===== src/rtl/irrigation_scheduler.sv =====
// Irrigation scheduler: scans zones on request, opens one valve at a time,
// settles, pumps until the zone reads wet or a per-visit timeout trips.
// Ports: clk/rst_n (async active-low), en, sample, ms/ts/ct sensor inputs,
// fault_clr; outputs valve, pump, fault, alarm, busy, zone.
module irrigation_scheduler #(
  parameter int N_ZONES  = 4,
  parameter int SW       = 4,
  parameter int SETTLE   = 4,
  parameter int MAX_ON   = 16,
  parameter int HYST     = 2,
  parameter int HOT_T    = 12,
  parameter int HEAT_ADD = 2,
  localparam int ZW      = $clog2(N_ZONES)
) (
  input  logic                  clk,
  input  logic                  rst_n,
  input  logic                  en,
  input  logic                  sample,
  input  logic [N_ZONES*SW-1:0] ms,
  input  logic [SW-1:0]         ts,
  input  logic [N_ZONES*2-1:0]  ct,
  input  logic                  fault_clr,
  output logic [N_ZONES-1:0]    valve,
  output logic                  pump,
  output logic [N_ZONES-1:0]    fault,
  output logic                  alarm,
  output logic                  busy,
  output logic [ZW-1:0]         zone
);

  localparam int CMAX = (MAX_ON > SETTLE) ? MAX_ON : SETTLE;
  localparam int CW   = $clog2(CMAX + 1);

  typedef enum logic [2:0] {
    IDLE   = 3'd0,
    CHECK  = 3'd1,
    SETTLE_S = 3'd2,
    WATER  = 3'd3,
    DRAIN  = 3'd4
  } state_t;

  state_t              state;
  logic [CW-1:0]       cnt;
  logic                stop;     // visit aborted by en=0: return to IDLE after DRAIN

  logic [SW-1:0]       ms_z;
  logic [1:0]          ct_z;
  logic [SW:0]         thr_raw;
  logic [SW:0]         wet_raw;
  logic [SW-1:0]       thr;
  logic [SW-1:0]       wet;
  logic                dry;
  logic                is_wet;
  logic                last;
  logic                timeout;
  logic [N_ZONES-1:0]  zone_oh;
  logic [N_ZONES-1:0]  fault_nxt;

  // Live (unlatched) evaluation of the zone under the pointer.
  always_comb begin
    ms_z    = ms[zone*SW +: SW];
    ct_z    = ct[zone*2 +: 2];
    thr_raw = ((SW+1)'(ct_z) + (SW+1)'(2)) << (SW-3);
    if (32'(ts) >= HOT_T)
      thr_raw = thr_raw + (SW+1)'(HEAT_ADD);
    // Anything with the carry bit set is above 2^SW-1: saturate.
    thr     = thr_raw[SW] ? '1 : thr_raw[SW-1:0];
    wet_raw = {1'b0, thr} + (SW+1)'(HYST);
    wet     = wet_raw[SW] ? '1 : wet_raw[SW-1:0];
    dry     = (ms_z < thr);
    is_wet  = (ms_z >= wet);
    last    = (zone == ZW'(N_ZONES-1));
    zone_oh = {{(N_ZONES-1){1'b0}}, 1'b1} << zone;
    // en=0 takes priority over a timeout on the same cycle.
    timeout = (state == WATER) && en && !is_wet && (cnt == CW'(MAX_ON-1));
    // A timeout beats a simultaneous clear for its own zone.
    fault_nxt = (fault_clr ? '0 : fault) | (timeout ? zone_oh : '0);
  end

  assign alarm = |fault;

  // valve/pump/busy are set on the same edge as the state they decode.
  always_ff @(posedge clk or negedge rst_n) begin
    if (!rst_n) begin
      state <= IDLE;
      zone  <= '0;
      cnt   <= '0;
      stop  <= 1'b0;
      valve <= '0;
      pump  <= 1'b0;
      busy  <= 1'b0;
      fault <= '0;
    end else begin
      fault <= fault_nxt;
      case (state)
        IDLE: begin
          if (en && sample) begin
            state <= CHECK;
            zone  <= '0;
            busy  <= 1'b1;
          end
        end
        CHECK: begin
          if (!en) begin
            state <= IDLE;
            busy  <= 1'b0;
          end else if (!fault[zone] && dry) begin
            state <= SETTLE_S;
            cnt   <= '0;
            valve <= zone_oh;
          end else if (last) begin
            state <= IDLE;
            busy  <= 1'b0;
          end else begin
            zone <= zone + 1'b1;
          end
        end
        SETTLE_S: begin
          if (!en) begin
            state <= DRAIN;
            stop  <= 1'b1;
          end else if (cnt == CW'(SETTLE-1)) begin
            state <= WATER;
            cnt   <= '0;
            pump  <= 1'b1;
          end else begin
            cnt <= cnt + 1'b1;
          end
        end
        WATER: begin
          if (!en) begin
            state <= DRAIN;
            stop  <= 1'b1;
            pump  <= 1'b0;
          end else if (is_wet || timeout) begin
            state <= DRAIN;
            pump  <= 1'b0;
          end else begin
            cnt <= cnt + 1'b1;
          end
        end
        DRAIN: begin
          valve <= '0;
          stop  <= 1'b0;
          if (stop || last) begin
            state <= IDLE;
            busy  <= 1'b0;
          end else begin
            state <= CHECK;
            zone  <= zone + 1'b1;
          end
        end
        default: begin
          state <= IDLE;
          valve <= '0;
          pump  <= 1'b0;
          busy  <= 1'b0;
        end
      endcase
    end
  end

endmodule

===== config.mk =====
export PLATFORM = sky130hd
export DESIGN_NAME = irrigation_scheduler
export DESIGN_NICKNAME = d
export VERILOG_FILES = /design/src/rtl/irrigation_scheduler.sv
export SDC_FILE = /design/constraint.sdc
export NUM_CORES = 1
export LEC_CHECK = 0
export BUFFER_PORTS_ARGS = -buffer_cell sky130_fd_sc_hd__buf_2
export CORE_AREA = 4 4 81 83
export DETAILED_ROUTE_END_ITERATION = 8
export DIE_AREA = 0 0 85 87
export GPL_ROUTABILITY_DRIVEN = 0
export GPL_TIMING_DRIVEN = 0
export MAX_ROUTING_LAYER = met4
export PLACE_DENSITY = 0.57
export SLEW_MARGIN = 20
export SYNTH_ARGS = -nofsm -noshare
export SYNTH_HDL_FRONTEND = slang
export SYNTH_SLANG_ARGS = --single-unit

===== constraint.sdc =====
create_clock -name clk -period 3.9 [get_ports clk]
set_input_delay 0.195 -clock clk [delete_from_list [all_inputs] [get_ports clk]]
set_output_delay 0.195 -clock clk [all_outputs]
set_load 0.03 [all_outputs]

==> results.ini <==
[run_status]
status=finished clean

[placed_design]
hpwlAfterDp_mm=3.29
post-place-ws_ps=-291
portBuffers=43
dp_cells=298
post_dp_cell_area_um2=2010

[hold_path]
hold_start=fault_clr
min_path_cells=2
hp-class=in -> reg
min_to=fault[2]$_DFF_PN0_

[synthesis]
synth_seq_cells=21
synth_warnings=0
synth_common_cells=21 x dfrtp_1, 20 x inv_1, 14 x ha_1, 14 x nor2_1
syn_area_um2=1690
avgSynthCellArea_um2=9.41
synth_simple_gate_area_share_pct=15.7
synth_fa_ha_area_share_pct=10.9
seq_area_frac_synth_pct=31.0
synth_top_cell_area_share_pct=31.0
synth_most_common_cell=dfrtp_1
synth_flop_cell=dfrtp_1
synth_top_family_by_area=compound AO/OA/AOI/OAI gates
yosys.area.top_type=dfrtp_1
synth-edff-count=0
muxShareOfSynthArea_pct=12.8
yosys.area_share.xor_xnor_pct=1.03
syn_nets=227
syn_inst=180
ys_async_sr_fraction_pct=100
synth_compound_area_share_pct=20.2
synthTopCellsByArea=dfrtp_1 31%, ha_1 10%, mux4_1 7.8%, inv_1 4.4%, nor2_1 3.1%
ys_types=47

[cts]
cts_tree=yes
cts-buffers-inserted=3
clk_latency_ps=260
htree_levels=1
clk_pin_slew_ps=80
cts.sinks=21
cts_root_buf=clkbuf_8
clk_path_buf_depth=2

[detailed_routing]
routed_wl_mm=4.33
wl_per_cell_um=13.9
vias=1574
drtAntennaViolNets=0
drc_errors=0
dr.pass1.iters=4
drt_iter0_drc=49
vias_per_cell=5.04

[sta]
slew_viol_final=0
rsz0062_at_grt=true
fin_hold_ws_ps=156
finClkSkew_ps=1.48
tns_ps=0
finalSetupViolations=0
hold_violations=0
slew_headroom_pct=66.4
period_share_pct=96.0
tightest_slew_ps=503
period_needed_ps=3740
worst_slack_ps=157
fmax_ghz=0.267

[power_and_ir_drop]
cellLeakagePower_nw=1.04
powerDensity_nw_per_um2=820
vdd_drop_max_v=0.000356
total_power_mw=1.84

[setup_path]
reg2reg_from=zone[0]$_DFFE_PN0P_
critPathKind=reg -> reg
rrSetupSlack_ps=160
arrival_ps=3940
cp-end-kind=flip-flop
cp_max_fo=4
worst_setup_path_start_kind=flip-flop
reg2reg_depth=17
cp.required_ps=4100
r2r-end=cnt[2]$_DFFE_PN0P_

[grt]
grt_max_degree=22
gr-total-overflow=0
grt_antenna_before_repair=0
grt_pass1_wl_mm=7.41
grt_pass1_vias=1562
track_usage_pct=12.4

[floorplanning]
die_area_um2=7400
die_h_um=87
pin_count=46
core.rowCount=28
initial_core_util_pct=29.0
coreArea_um2=5850
chipWidth_um=85

[final_layout]
syn2layout_area_growth_pct=32.7
diodes=0
drive_gt1_share_pct=37.6
design_area_um2=2250
fin_cells=312
final_util_pct=38.4
nNetsFinal=285

[run]
cap_violations=0

-- report_power, final --
group | internal [mW] | leakage [nW] | total, mW | switching, mW
Sequential | 0.285 | 0.277 | 0.349 | 0.0640
Clock | 0.0712 | 0.0255 | 0.147 | 0.0758
Combinational | 0.637 | 0.733 | 1.35 | 0.710
Total | 0.993 | 1.04 | 1.84 | 0.850
-- routing by layer --
metal / track usage [%] / routed length, um
met2: 20.6 / 2080
met4: 3.17 / 26
met5: - / 0
met1: 15.5 / 1930
met3: 2.37 / 291
-- registers in the layout, indices dropped and copies added, names as in the netlist --
name,flops
busy,1
cnt,5
fault,4
pump,1
state,3
stop,1
valve,4
zone,2
-- layout by cell type, fill, tap and decap left out, types with 2 or more instances in the layout --
cell       n
buf_2     43
dfrtp_1   19
inv_1     18
nor2_1    12
ha_1      10
nand2_1    9
o21ai_0    9
a21oi_1    9
buf_4      9
nand3_1    5
o211ai_1   5
mux4_1     4
clkbuf_1   4
clkbuf_8   4
o22ai_1    4
nor3_1     4
o31ai_1    4
mux2i_1    4
mux4_2     3
a21o_1     3
buf_6      3
ha_4       3
inv_2      2
o21a_1     2
and3_1     2
nor2_4     2
nand2b_1   2
nor2b_1    2
nand4_1    2
o41ai_1    2
dfrtp_2    2
-- worst max path at each step --
| stage | cells after the start | slack, ps | from | to |
|---|---|---|---|---|
| final | 17 | 160 | zone[0]$_DFFE_PN0P_ | cnt[2]$_DFFE_PN0P_ |
| after global routing | 17 | -30 | zone[0]$_DFFE_PN0P_ | cnt[2]$_DFFE_PN0P_ |
| after CTS | 16 | 80 | zone[0]$_DFFE_PN0P_ | cnt[2]$_DFFE_PN0P_ |
| after detailed placement | 13 | -290 | zone[1]$_DFFE_PN0P_ | cnt[2]$_DFFE_PN0P_ |
| after global placement | 15 | -230 | zone[1]$_DFFE_PN0P_ | cnt[2]$_DFFE_PN0P_ |
| after floorplan | 15 | 20 | zone[0]$_DFFE_PN0P_ | cnt[2]$_DFFE_PN0P_ |
-- critical path, cell delays in order, from the launching register on --
cell and delay, ps:
dfrtp_2 410, buf_6 120, mux4_2 520, inv_2 100, ha_4 160, nand3_2 60
and2_4 150, ha_4 150, xnor2_1 120, nor2_1 110, ha_2 270, o21a_1 130
nor2_4 140, o21ai_2 80, a311o_1 390, buf_6 140, or4_4 500, a21oi_2 140
-- layout make-up --
cell class	count	area, um2
flip-flops and latches	21	528
inverters	20	75.1
fillers	575	3600
clock buffers	3	41.3
clock inverters	1	5.00
multi-input cells	129	1130
plain buffers	9	71.3
repair buffers	54	304
well taps	75	93.8
-- timing repair --
| item | in CTS | in global routing |
|---|---|---|
| setup buffers | 5 | 5 |
| endpoints found under the setup margin | 4 | 2 |
| hold buffers | 1 | 0 |
| pin swaps | 4 | 14 |
| hold endpoints to repair | 21 | 0 |
| gates resized for setup | 10 | 17 |
-- cell families after synthesis --
group	count (synthesis)
AND/OR/NAND/NOR	52
AO/OA/AOI/OAI	49
buffers and inverters	30
flip-flops	21
adder cells (fa/ha/maj)	15
multiplexers	11
XOR/XNOR	2
No activity file was read; power rests on OpenSTA's default activity.
